File: config.mk
export PLATFORM = sky130hd
export DESIGN_NAME = jtroadf_snd_if_flat
export DESIGN_NICKNAME = d
export VERILOG_FILES = /design/src/rtl/jtroadf_snd_if_if.sv /design/src/rtl/jtroadf_snd_if.sv /design/src/flat_wrapper.sv
export SDC_FILE = /design/constraint.sdc
export NUM_CORES = 1
export LEC_CHECK = 0
export CELL_PAD_IN_SITES_DETAIL_PLACEMENT = 1
export CELL_PAD_IN_SITES_GLOBAL_PLACEMENT = 2
export CORE_ASPECT_RATIO = 1.5
export CORE_MARGIN = 4
export CORE_UTILIZATION = 21
export DETAILED_ROUTE_END_ITERATION = 12
export PLACE_DENSITY = 0.9
export SYNTH_ARGS = -nofsm -noshare
export SYNTH_HDL_FRONTEND = slang
export SYNTH_SLANG_ARGS = --single-unit
export TNS_END_PERCENT = 10
File: constraint.sdc
create_clock -name clk -period 2.2 [get_ports clk]
set_input_delay 0.33 -clock clk [delete_from_list [all_inputs] [get_ports clk]]
set_output_delay 0.33 -clock clk [all_outputs]
set_load 0.005 [all_outputs]
File: src/rtl/jtroadf_snd_if_if.sv
// Sound Z80 bus as seen by the sound interface block.
// The CPU side drives the address and control lines; the block returns the interrupt and chip selects.
interface jtroadf_snd_if_if;
   logic [15:0] A;
   logic        cen;
   logic        mreq_n;
   logic        iorq_n;
   logic        m1_n;
   logic        rd_n;
   logic        wr_n;
   logic        int_n;
   logic        rom_cs;
   logic        ram_cs;
   logic        ay1_cs;
   logic        ay2_cs;
   logic        ay_bdir_addr;

   modport master (
      output A, cen, mreq_n, iorq_n, m1_n, rd_n, wr_n,
      input  int_n, rom_cs, ram_cs, ay1_cs, ay2_cs, ay_bdir_addr
   );

   modport slave (
      input  A, cen, mreq_n, iorq_n, m1_n, rd_n, wr_n,
      output int_n, rom_cs, ram_cs, ay1_cs, ay2_cs, ay_bdir_addr
   );
endinterface

File: src/rtl/jtroadf_snd_if.sv
// Main-to-sound command latch, edge-triggered Z80 interrupt, AY port-B timer
// and sound Z80 memory decode.
module jtroadf_snd_if #(
   parameter int TMR_DIV = 512,
   parameter int TMR_W   = 4
) (
   input  logic                  clk,
   input  logic                  rst,
   input  logic                  main_cen,
   input  logic                  main_rnw,
   input  logic                  snd_data_cs,
   input  logic [7:0]            main_dout,
   input  logic                  snd_irq,
   jtroadf_snd_if_if.slave       z80,
   output logic [7:0]            latch_dout,
   output logic [7:0]            timer_dout,
   output logic                  ovr
);
   localparam int PW = (TMR_DIV > 1) ? $clog2(TMR_DIV) : 1;

   logic [7:0]       latch_q, latch_d;
   logic             pend_q, pend_d;
   logic             irq_q;
   logic             ovr_q, ovr_d;
   logic [PW-1:0]    pre_q, pre_d;
   logic [TMR_W-1:0] tmr_q, tmr_d;

   logic latch_we, rise, ack, pre_wrap;

   assign latch_we = main_cen & snd_data_cs & ~main_rnw;
   assign rise     = snd_irq & ~irq_q;
   assign ack      = z80.cen & ~z80.m1_n & ~z80.iorq_n;
   assign pre_wrap = pre_q == PW'(TMR_DIV - 1);

   always_comb begin
      latch_d = latch_we ? main_dout : latch_q;
      // an unacknowledged command being overwritten is recorded for good
      ovr_d   = ovr_q | (latch_we & pend_q);
      // a new rising edge beats an acknowledge arriving on the same clock
      pend_d  = rise ? 1'b1 : (ack ? 1'b0 : pend_q);
      pre_d   = pre_q;
      tmr_d   = tmr_q;
      if (z80.cen) begin
         pre_d = pre_wrap ? '0 : pre_q + 1'b1;
         if (pre_wrap) tmr_d = tmr_q + 1'b1;
      end
   end

   always_ff @(posedge clk) begin
      // loading the live level during reset stops a held-high line firing afterwards
      irq_q <= snd_irq;
      if (rst) begin
         latch_q <= '0;
         pend_q  <= 1'b0;
         ovr_q   <= 1'b0;
         pre_q   <= '0;
         tmr_q   <= '0;
      end else begin
         latch_q <= latch_d;
         pend_q  <= pend_d;
         ovr_q   <= ovr_d;
         pre_q   <= pre_d;
         tmr_q   <= tmr_d;
      end
   end

   assign z80.int_n  = ~pend_q;
   assign latch_dout = latch_q;
   assign ovr        = ovr_q;
   assign timer_dout = 8'(tmr_q) << (8 - TMR_W);

   // decode ignores rd_n/wr_n; the AY instances sort out direction themselves
   assign z80.rom_cs       = ~z80.mreq_n & (z80.A[15:13] == 3'b000);
   assign z80.ram_cs       = ~z80.mreq_n & (z80.A[15:10] == 6'b001100);
   assign z80.ay1_cs       = ~z80.mreq_n & (z80.A[15:13] == 3'b010);
   assign z80.ay2_cs       = ~z80.mreq_n & (z80.A[15:13] == 3'b011);
   assign z80.ay_bdir_addr = z80.A[12];

   logic unused_ok;
   assign unused_ok = &{1'b0, z80.rd_n, z80.wr_n, z80.A[11:0]};
endmodule
File: src/flat_wrapper.sv
// flat-port wrapper written by rule: the top's interface ports become plain ports
module jtroadf_snd_if_flat 
#(
   parameter int TMR_DIV = 512,
   parameter int TMR_W   = 4
)
  (clk, rst, main_cen, main_rnw, snd_data_cs, main_dout, snd_irq, latch_dout, timer_dout, ovr, z80_A, z80_cen, z80_mreq_n, z80_iorq_n, z80_m1_n, z80_rd_n, z80_wr_n, z80_int_n, z80_rom_cs, z80_ram_cs, z80_ay1_cs, z80_ay2_cs, z80_ay_bdir_addr);
  jtroadf_snd_if_if z80_i ();
  input  logic clk;
  input  logic rst;
  input  logic main_cen;
  input  logic main_rnw;
  input  logic snd_data_cs;
  input  logic [7:0] main_dout;
  input  logic snd_irq;
  output logic [7:0] latch_dout;
  output logic [7:0] timer_dout;
  output logic ovr;
  input wire logic [$bits(z80_i.A)-1:0] z80_A;
  input wire logic [$bits(z80_i.cen)-1:0] z80_cen;
  input wire logic [$bits(z80_i.mreq_n)-1:0] z80_mreq_n;
  input wire logic [$bits(z80_i.iorq_n)-1:0] z80_iorq_n;
  input wire logic [$bits(z80_i.m1_n)-1:0] z80_m1_n;
  input wire logic [$bits(z80_i.rd_n)-1:0] z80_rd_n;
  input wire logic [$bits(z80_i.wr_n)-1:0] z80_wr_n;
  output wire logic [$bits(z80_i.int_n)-1:0] z80_int_n;
  output wire logic [$bits(z80_i.rom_cs)-1:0] z80_rom_cs;
  output wire logic [$bits(z80_i.ram_cs)-1:0] z80_ram_cs;
  output wire logic [$bits(z80_i.ay1_cs)-1:0] z80_ay1_cs;
  output wire logic [$bits(z80_i.ay2_cs)-1:0] z80_ay2_cs;
  output wire logic [$bits(z80_i.ay_bdir_addr)-1:0] z80_ay_bdir_addr;
  assign z80_i.A = z80_A;
  assign z80_i.cen = z80_cen;
  assign z80_i.mreq_n = z80_mreq_n;
  assign z80_i.iorq_n = z80_iorq_n;
  assign z80_i.m1_n = z80_m1_n;
  assign z80_i.rd_n = z80_rd_n;
  assign z80_i.wr_n = z80_wr_n;
  assign z80_int_n = z80_i.int_n;
  assign z80_rom_cs = z80_i.rom_cs;
  assign z80_ram_cs = z80_i.ram_cs;
  assign z80_ay1_cs = z80_i.ay1_cs;
  assign z80_ay2_cs = z80_i.ay2_cs;
  assign z80_ay_bdir_addr = z80_i.ay_bdir_addr;
  jtroadf_snd_if #(.TMR_DIV(TMR_DIV), .TMR_W(TMR_W)) u_core (.clk(clk), .rst(rst), .main_cen(main_cen), .main_rnw(main_rnw), .snd_data_cs(snd_data_cs), .main_dout(main_dout), .snd_irq(snd_irq), .z80(z80_i), .latch_dout(latch_dout), .timer_dout(timer_dout), .ovr(ovr));
endmodule
==> metrics.cfg, run 1 <==
[clock_network]
h-tree-depth = 1
post_cts_buffers = 0
cts.sinks = 24
clk_latency_ns = 0.27
ctsHoldBuffers = 0
clockBufferDepth = 2
cts_resized = 0
clk_pin_slew_ns = 0.08
root_buffer = clkbuf_8
cts_tree = yes
cts_buffers = 3

[setup_path]
critPathLaunchType = primary input
worstPathRequired_ns = 1.87
arrival_ns = 1.67
max_stage_delay_ns = 0.55
crit_top_cell = clkdlybuf4s50_1
crit_family = buffers and inverters
slowest_stage = clkdlybuf4s50_1
path_buf_inv = 2
crit_fanout = 4
worstPathCellList = clkdlybuf4s50_1, nor4bb_1, clkdlybuf4s50_1
end_kind = primary output
crit_type = in -> out

[floorplan]
fp.dieW_um = 66.2
ioPinCount = 59
row_count = 31
coreArea_um2 = 4890
dieArea_um2 = 6310
die_h_um = 95.3
start_util_pct = 21.8

[finish]
nNetsFinal = 196
drive_above_1_share_pct = 5.81
multi_input_area_um2 = 522
fin_cells = 221
regArea_um2 = 480
area_delta_synth_final_pct = 49.8
antenna_cells = 0
fin_util_pct = 32.7
fin_area_um2 = 1600
fillerInstances = 589

[place]
post-place-ws_ns = 0.185
dp.cells = 217
numPortBuffers = 42
dpl_cell_area_um2 = 1530
place_hpwl_um = 2110
gp_congestion = 0.693

[timing]
worst_slack_ns = 0.203
finalSetupTns_ns = 0
max_freq_mhz = 501
hold_violations = 0
drv_slew = 0
hold_slack_ns = 0.474
grt_setup_unrepaired = false
finalSetupViolations = 0
worst_pin_slew_ns = 0.572
relSlewSlack_pct = 61.7
finClkSkew_ns = 0.00517
fin_crit_ns = 2.00
finalCritPeriodShare_pct = 90.8

[routing]
routed_wl_um = 2630
wl_met3_um = 237
vias_per_cell = 4.21
met2RoutedLength_um = 1330
met1_length_um = 1000
drcViolationCount = 0
dr.pass1.iters = 4
drt_iter0_markers = 37
drtAntennaViolNets = 0
drt-wirelength-per-cell_um = 11.9
via_count = 931
route.top_layer_used = met4

[synth]
synthCells = 113
synth_warnings = 0
synth-seq-cells = 24
avgSynthCellArea_um2 = 9.44
synth_area_um2 = 1070
yosysSeqAreaShare_pct = 45.0
ys_types = 27

[global_route]
grt_usage_pct = 9.17
grt_overflow_total = 0
grt_max_degree = 16
grt_first_pass_wirelength_um = 4410
antenna_found_initial = 0
grt_pass1_vias = 1002

[pwr]
irDropWorstVdd_mv = 0.273
power_mw = 0.938
power.density_nw_per_um2 = 586
leakagePower_nw = 0.645

[job]
maxCapViolations = 0

[outcome]
status = finished, final reports clean

[hold_path]
worst_hold_path_type = reg -> reg

==> worst reg2reg max path: stages, from the launching register on <==
cell     delay (ns)
dfxtp_1        0.40
ha_1           0.24
nand3_1        0.10
nor2_1         0.16
ha_1           0.23
nand2_1        0.15
or3_1          0.39
a21oi_1        0.14
==> state kept, by name (all words and copies together), names as in the netlist <==
register	count
u_core.irq_q	1
u_core.latch_dout	8
u_core.ovr	1
u_core.pend_q	1
u_core.pre_q	9
u_core.tmr_q	4
==> power by group <==
part	total (mW)	switching, mW	internal (mW)
Combinational	0.105	0.0374	0.0677
Clock	0.382	0.139	0.243
Sequential	0.451	0.00622	0.445
==> cells in the final DEF (no fill, tap or decap), drive strengths merged, types with 4 or more instances in the layout <==
master         netlist  layout
nand2                4       4
or3                  4       4
clkdlybuf4s50        0      42
o21ai                4       4
nand3                7       7
a21oi                6       6
conb                 1       4
dfxtp               24      24
ha                   4       4
mux2i               10      10
xor2                 5       5
nor2                19      19
==> layer usage <==
metal,global-route usage (%),up-vias
met2,16.2,34
met1,9.22,430
met5,0,-
li1,-,462
met3,3.18,5
met4,5.08,0
==> logic make-up after synthesis <==
kind of cell / count (synthesis) / synth area share (%)
buffers and inverters: 11 / 7.15
DFF: 24 / 45.0
other: 1 / 0.351
AOI/OAI and AO/OA: 13 / 7.74
muxes: 10 / 9.38
and+or+nand+nor: 45 / 21.6
xor gates and xnor gates: 5 / 4.10
adders and majority gates: 4 / 4.69
==> Yosys cell counts (all sizes together) <==
library cell | count | area, um^2
a21oi | 6 | 30.0
a221oi | 1 | 15.0
buf | 8 | 65.1
clkbuf | 1 | 3.75
conb | 1 | 3.75
dfxtp | 24 | 480
ha | 4 | 50.1
inv | 2 | 7.51
mux2i | 10 | 100
nand2 | 4 | 15.0
nand2b | 2 | 12.5
nand3 | 7 | 35.0
nand3b | 1 | 7.51
nand4 | 3 | 25.0
nor2 | 19 | 71.3
nor3b | 1 | 7.51
nor4 | 2 | 12.5
nor4b | 1 | 8.76
nor4bb | 1 | 10.0
o21ai | 4 | 20.0
o21ba | 1 | 10.0
o31ai | 1 | 7.51
or3 | 4 | 25.0
xor2 | 5 | 43.8
==> area by class of cell <==
type                       instances  share of cell area (%)
multi-input combinational         81                    32.6
sequential                        24                    30.0
timing repair buffer              44                    27.2
tap                               66                    5.16
clock buffer                       3                    2.58
clock inverter                     1                    1.88
inverter                           2                   0.469
==> worst paths after layout <==
check	startpoint	to	slack, ns	depth (start not counted)
min reg2reg	u_core.pend_q	u_core.pend_q	0.47	2
min	u_core.pend_q	u_core.pend_q	0.47	2
max reg2reg	u_core.pre_q[0]	u_core.tmr_q[3]	0.34	7
max	z80_A[13]	z80_ay2_cs	0.20	3
Power figures use the tool's default switching activity.
==> run 2, diff against run 1 <==
--- a/config.mk
+++ b/config.mk
@@ -10,6 +10,7 @@
 export CORE_ASPECT_RATIO = 1.5
 export CORE_MARGIN = 4
 export CORE_UTILIZATION = 21
+export CTS_CLUSTER_SIZE = 40
 export DETAILED_ROUTE_END_ITERATION = 12
 export PLACE_DENSITY = 0.9
 export SYNTH_ARGS = -nofsm -noshare
==> results of run 2 <==
Final layout, timing and power as in run 1 (identical DEF).
